<file path="config.mk">
export PLATFORM = sky130hd
export DESIGN_NAME = dvs_event_assembler
export DESIGN_NICKNAME = d
export VERILOG_FILES = /design/src/rtl/dvs_event_assembler.sv
export SDC_FILE = /design/constraint.sdc
export NUM_CORES = 1
export LEC_CHECK = 0
export BUFFER_PORTS_ARGS = -buffer_cell sky130_fd_sc_hd__buf_2
export CORE_MARGIN = 4
export CORE_UTILIZATION = 35
export DETAILED_ROUTE_END_ITERATION = 10
export PLACE_DENSITY_LB_ADDON = 0.3
export SYNTH_ARGS = -nofsm -noshare
export SYNTH_HDL_FRONTEND = slang
export SYNTH_SLANG_ARGS = --single-unit
</file>
<file path="constraint.sdc">
create_clock -name clk -period 2.1 [get_ports clk]
set_clock_uncertainty 0.1 [all_clocks]
set_input_delay 0.42 -clock clk [delete_from_list [all_inputs] [get_ports clk]]
set_output_delay 0.42 -clock clk [all_outputs]
set_load 0.02 [all_outputs]
</file>
<file path="src/rtl/dvs_event_assembler.sv">
// DVS event assembler.
// Deserializes a 5-byte frame (HDR, X, Y, T_HI, T_LO) into an event word,
// buffers completed events in a small FIFO and hands them downstream over a
// valid/ready handshake. Malformed headers and stalled frames are counted in
// saturating debug counters, as are events lost to a full FIFO.
module dvs_event_assembler #(
    parameter int unsigned DEPTH          = 4,
    parameter int unsigned TIMEOUT_CYCLES = 255
) (
    input  logic        clk,
    input  logic        rst_n,
    input  logic [7:0]  byte_in,
    input  logic        byte_valid,
    input  logic        ev_ready,
    output logic        ev_valid,
    output logic [7:0]  ev_x,
    output logic [7:0]  ev_y,
    output logic        ev_p,
    output logic [15:0] ev_t,
    output logic        busy,
    output logic [7:0]  drop_cnt,
    output logic [7:0]  err_cnt
);

    localparam int unsigned AW = $clog2(DEPTH);
    localparam int unsigned EW = 33;   // {x[7:0], y[7:0], p, t[15:0]}
    localparam logic [15:0] TMO_LAST = 16'(TIMEOUT_CYCLES - 1);
    localparam logic [AW:0] PTR_ONE  = {{AW{1'b0}}, 1'b1};

    typedef enum logic [2:0] {
        IDLE   = 3'd0,
        GET_X  = 3'd1,
        GET_Y  = 3'd2,
        GET_TH = 3'd3,
        GET_TL = 3'd4
    } state_t;

    // Saturating 8-bit increment for the debug counters.
    function automatic logic [7:0] sat_inc(input logic [7:0] v);
        logic [7:0] r;
        if (v == 8'hFF) begin
            r = v;
        end else begin
            r = v + 8'd1;
        end
        return r;
    endfunction

    // Frame assembly state.
    state_t      state_q, state_d;
    logic [7:0]  x_q, x_d;
    logic [7:0]  y_q, y_d;
    logic        p_q, p_d;
    logic [7:0]  th_q, th_d;
    logic [15:0] tmo_q, tmo_d;

    // FIFO state; pointers carry one extra bit to tell full from empty.
    logic [EW-1:0] mem_q [DEPTH];
    logic [EW-1:0] mem_d [DEPTH];
    logic [AW:0]   wr_ptr_q, wr_ptr_d;
    logic [AW:0]   rd_ptr_q, rd_ptr_d;

    // Debug counters.
    logic [7:0] drop_cnt_q, drop_cnt_d;
    logic [7:0] err_cnt_q, err_cnt_d;

    // Internal strobes.
    logic          push_s;
    logic          bad_hdr_s;
    logic          tmo_hit_s;
    logic          full_s;
    logic          empty_s;
    logic          pop_s;
    logic          wr_en_s;
    logic          drop_s;
    logic [EW-1:0] entry_s;
    logic [EW-1:0] head_s;

    // Frame FSM: byte acceptance, field capture and inter-byte timeout.
    always_comb begin
        state_d   = state_q;
        x_d       = x_q;
        y_d       = y_q;
        p_d       = p_q;
        th_d      = th_q;
        tmo_d     = tmo_q;
        push_s    = 1'b0;
        bad_hdr_s = 1'b0;
        tmo_hit_s = 1'b0;
        if ((state_q != IDLE) && !byte_valid) begin
            // Mid-frame stall: count idle cycles, abort once the limit is hit.
            if (tmo_q == TMO_LAST) begin
                state_d   = IDLE;
                tmo_d     = 16'd0;
                tmo_hit_s = 1'b1;
            end else begin
                tmo_d = tmo_q + 16'd1;
            end
        end else begin
            // Any accepted byte (and sitting in IDLE) clears the stall counter.
            tmo_d = 16'd0;
            case (state_q)
                IDLE: begin
                    if (byte_valid) begin
                        if (byte_in[7]) begin
                            p_d     = byte_in[0];
                            state_d = GET_X;
                        end else begin
                            bad_hdr_s = 1'b1;
                        end
                    end else begin
                        state_d = IDLE;
                    end
                end
                GET_X: begin
                    x_d     = byte_in;
                    state_d = GET_Y;
                end
                GET_Y: begin
                    y_d     = byte_in;
                    state_d = GET_TH;
                end
                GET_TH: begin
                    th_d    = byte_in;
                    state_d = GET_TL;
                end
                GET_TL: begin
                    // Last byte goes straight into the FIFO write data.
                    push_s  = 1'b1;
                    state_d = IDLE;
                end
                default: begin
                    state_d = IDLE;
                end
            endcase
        end
    end

    // FIFO control: write on push unless full without a simultaneous pop.
    always_comb begin
        full_s   = (wr_ptr_q[AW] != rd_ptr_q[AW]) &&
                   (wr_ptr_q[AW-1:0] == rd_ptr_q[AW-1:0]);
        empty_s  = (wr_ptr_q == rd_ptr_q);
        pop_s    = !empty_s && ev_ready;
        wr_en_s  = push_s && (!full_s || pop_s);
        drop_s   = push_s && full_s && !pop_s;
        entry_s  = {x_q, y_q, p_q, th_q, byte_in};
        mem_d    = mem_q;
        wr_ptr_d = wr_ptr_q;
        rd_ptr_d = rd_ptr_q;
        if (wr_en_s) begin
            mem_d[wr_ptr_q[AW-1:0]] = entry_s;
            wr_ptr_d                = wr_ptr_q + PTR_ONE;
        end else begin
            wr_ptr_d = wr_ptr_q;
        end
        if (pop_s) begin
            rd_ptr_d = rd_ptr_q + PTR_ONE;
        end else begin
            rd_ptr_d = rd_ptr_q;
        end
    end

    // Saturating drop and error counters.
    always_comb begin
        drop_cnt_d = drop_cnt_q;
        err_cnt_d  = err_cnt_q;
        if (drop_s) begin
            drop_cnt_d = sat_inc(drop_cnt_q);
        end else begin
            drop_cnt_d = drop_cnt_q;
        end
        if (bad_hdr_s || tmo_hit_s) begin
            err_cnt_d = sat_inc(err_cnt_q);
        end else begin
            err_cnt_d = err_cnt_q;
        end
    end

    // Present the FIFO head; all event fields read zero while nothing is queued.
    always_comb begin
        head_s   = mem_q[rd_ptr_q[AW-1:0]];
        ev_valid = 1'b0;
        ev_x     = 8'd0;
        ev_y     = 8'd0;
        ev_p     = 1'b0;
        ev_t     = 16'd0;
        if (!empty_s) begin
            ev_valid = 1'b1;
            ev_x     = head_s[32:25];
            ev_y     = head_s[24:17];
            ev_p     = head_s[16];
            ev_t     = head_s[15:0];
        end else begin
            ev_valid = 1'b0;
        end
    end

    assign busy     = (state_q != IDLE);
    assign drop_cnt = drop_cnt_q;
    assign err_cnt  = err_cnt_q;

    // State register for the FSM, FIFO and counters.
    always_ff @(posedge clk or negedge rst_n) begin
        if (!rst_n) begin
            state_q    <= IDLE;
            x_q        <= 8'd0;
            y_q        <= 8'd0;
            p_q        <= 1'b0;
            th_q       <= 8'd0;
            tmo_q      <= 16'd0;
            mem_q      <= '{default: {EW{1'b0}}};
            wr_ptr_q   <= {(AW+1){1'b0}};
            rd_ptr_q   <= {(AW+1){1'b0}};
            drop_cnt_q <= 8'd0;
            err_cnt_q  <= 8'd0;
        end else begin
            state_q    <= state_d;
            x_q        <= x_d;
            y_q        <= y_d;
            p_q        <= p_d;
            th_q       <= th_d;
            tmo_q      <= tmo_d;
            mem_q      <= mem_d;
            wr_ptr_q   <= wr_ptr_d;
            rd_ptr_q   <= rd_ptr_d;
            drop_cnt_q <= drop_cnt_d;
            err_cnt_q  <= err_cnt_d;
        end
    end

endmodule

</file>
==> flow_metrics.py <==
metrics = {
    "status": {
        "violations": "setup timing",
        "outcome": "complete, but fails checks",
    },
    "place": {
        "dp.final_hpwl_um": 14100,
        "dpl-instance-area_um2": 10100,
        "numPortBuffers": 62,
        "gp_routability_congestion": 0.740,
        "post-place-ws_ns": -0.123,
    },
    "min_path": {
        "hold_class": "in -> reg",
        "hp-start": "byte_in[3]",
        "whs_path_depth": 2,
        "min_to": "mem_q[69]$_DFFE_PN0P_",
    },
    "synth": {
        "synth.top_cell.area_share": 0.546,
        "synth_area_leaders": "dfrtp_1, mux2_1, mux4_2",
        "synth_area_um2": 9070,
        "syn_inst": 628,
        "synth_ff_type": "dfrtp_1",
        "yosys_warnings": 0,
        "synth_seq_area_share": 0.546,
        "synth_edf_count": 0,
        "syn_avg_cell_area_um2": 14.5,
        "synthArstFlopShare": 1.00,
        "yosys.cell_types.count": 47,
        "syn-num-nets": 649,
        "synth_top_cell_by_area": "dfrtp_1",
        "synth_seq_cells": 198,
    },
    "finish": {
        "final_cell_area_um2": 11800,
        "synthToLayoutAreaGrowth_pct": 30.2,
        "mostFrequentLayoutCells": "dfrtp_1, mux2_4, buf_2, mux2_2, buf_4",
        "diodes": 0,
        "layout_commonest_cell": "dfrtp_1",
        "final_nets": 765,
        "fillers": 2178,
        "drive_gt1_frac": 0.517,
    },
    "sta": {
        "slew_violations": 0,
        "tightest_slew_ns": 0.456,
        "finalSetupViolCount": 104,
        "final.setup.worst_slack_ns": -0.408,
        "post-route-period-util": 1.19,
        "fin_crit_ns": 2.51,
        "rsz0062_at_grt": "yes",
        "relSlewSlack": 0.694,
        "max_freq_mhz": 399,
        "finalHoldViolations": 0,
    },
    "floorplan": {
        "fp.coreArea_um2": 25300,
        "fp.dieArea_um2": 28600,
        "dieHeight_um": 169,
        "top_level_ports": 63,
        "fp.dieW_um": 169,
        "start_util": 0.358,
        "num_rows": 58,
    },
    "power_and_ir_drop": {
        "p_leak_nw": 5.88,
        "worst_ir_drop_vdd_mv": 0.573,
        "report.power.total_mw": 15.5,
        "pwr_density_cell_nw_per_um2": 1310,
    },
    "detailed_routing": {
        "dr.max_layer_used": "met4",
        "routed_via_density": 5.23,
        "via_count": 5685,
        "drt_pass1_iterations": 6,
        "wl_met3_um": 691,
        "drtIter0Drc": 404,
        "wl_met2_um": 12000,
        "drc": 0,
        "wl_per_cell_um": 21.3,
        "wl_um": 23100,
        "wl_met1_um": 10200,
        "ant_nets": 0,
    },
    "setup_path": {
        "r2r-start": "state_q[1]$_DFFE_PN0P_",
        "cp.required_ns": 1.58,
        "criticalPathCategory": "reg -> out",
        "reg2reg_depth": 5,
        "crit_fanout": 25,
        "r2r-end": "err_cnt[6]$_DFFE_PN0P_",
        "cp_data_arrival_time_ns": 1.99,
        "rrSetupSlack_ns": -0.05,
        "start_kind": "flop",
        "endpoint_kind": "output pin",
    },
    "run": {
        "cap_violations": 0,
    },
    "clocking": {
        "cts_sinks": 198,
        "numCtsBuffers": 17,
        "cts.reportedPaths.clkPinSlew_ns": 0.07,
        "tritoncts": "built",
        "cts_root_buf": "clkbuf_16",
        "worstSkewPairLatency_ns": 0.43,
        "htreeDepth": 4,
        "clockBufferDepth": 2,
    },
    "global_routing": {
        "grt_pass1_wl_um": 33800,
        "grt_max_degree": 62,
        "track_usage": 0.151,
        "grt.overflow.total": 0,
        "antenna_found_initial": 0,
        "grt_pass1_vias": 6082,
    },
}
## through the flow
step	TNS [ns]	utilization	cells	hold slack (ns)
after floorplan	0	-	628	0.0244
after global placement	-7.10	0.397	1031	0.265
after detailed placement	-13.56	0.397	1031	0.275
after CTS	-13.36	0.425	1068	0.240
after global routing	-27.12	0.467	1087	0.273
final	-13.38	0.467	1087	0.283
## power breakdown
group / internal [mW] / leakage [nW] / switching, mW
logic: 3.47 / 2.96 / 2.58
clock network: 1.89 / 0.283 / 1.46
registers: 5.10 / 2.64 / 1.01
total: 10.5 / 5.88 / 5.06
## synthesized netlist by cell type (3+ instances only)
| master | n |
|---|---|
| a21oi_1 | 5 |
| and2_1 | 35 |
| and4_1 | 4 |
| buf_2 | 6 |
| buf_4 | 10 |
| buf_6 | 6 |
| clkbuf_1 | 10 |
| dfrtp_1 | 198 |
| ha_1 | 9 |
| inv_1 | 8 |
| mux2_1 | 122 |
| mux2_2 | 39 |
| mux4_2 | 33 |
| nand2_1 | 10 |
| nand2_2 | 4 |
| nand3_1 | 21 |
| nand4_1 | 9 |
| nor2_1 | 21 |
| nor3_1 | 5 |
| nor4_1 | 4 |
| o211ai_1 | 4 |
| o21ai_0 | 6 |
| o311ai_0 | 3 |
| or3_1 | 3 |
| xnor2_1 | 7 |
| xor2_1 | 20 |
## critical path, stage by stage, from the launching register on
cell and delay, ns:
dfrtp_2 0.43, xor2_1 0.18, or3b_4 0.42, buf_12 0.17, and2_1 0.17, buf_2 0.16
## state kept, by name (all words and copies together) (netlist names)
signal and cells:
mem_q 132, tmo_q 16, drop_cnt 8, err_cnt 8, th_q 8, x_q 8
y_q 8, rd_ptr_q 3, state_q 3, wr_ptr_q 3, p_q 1
## area by class of cell
type / count / area, um2 / area share
sequential: 198 / 4960 / 0.420
multi-input combinational: 390 / 4470 / 0.379
inverter: 8 / 30.0 / 0.00254
timing repair buffer: 129 / 1340 / 0.113
tap: 330 / 413 / 0.0349
clock buffer: 18 / 429 / 0.0363
clock inverter: 14 / 174 / 0.0147
## worst max path at each step
stage	from	end	slack [ns]	cells after the start
5_1_grt	rd_ptr_q[0]$_DFFE_PN0P_	ev_x[4]	-0.49	4
3_5_place_dp	byte_valid	mem_q[118]$_DFFE_PN0P_	-0.12	8
3_3_place_gp	byte_valid	mem_q[119]$_DFFE_PN0P_	-0.07	8
6_report	rd_ptr_q[0]$_DFFE_PN0P_	ev_x[7]	-0.41	5
2_1_floorplan	rd_ptr_q[0]$_DFFE_PN0P_	ev_x[0]	0.006	6
4_1_cts	rd_ptr_q[0]$_DFFE_PN0P_	ev_x[4]	-0.44	4
## kinds of logic after synthesis
group,Yosys count,synth area share
adder cells (fa/ha/maj),9,0.0124
XOR/XNOR,27,0.0261
AND/OR/NAND/NOR,132,0.0842
AO/OA/AOI/OAI,26,0.0199
flip-flops,198,0.546
multiplexers,196,0.285
buffers and inverters,40,0.0265
## metal layers
layer	vias to the layer above	track usage
met3	21	0.0276
met1	3041	0.189
li1	2534	-
met4	0	0.0417
met2	89	0.269
met5	-	0
## what timing repair did
item / in CTS / in global routing
buffers inserted: 4 / 7
pin swaps: 2 / 13
hold buffers: 1 / 0
hold endpoints to repair: 35 / 0
gates resized for setup: 20 / 190
setup endpoints to repair: 190 / 191
gates cloned: 0 / 13
(Power assumes the default switching activity.)
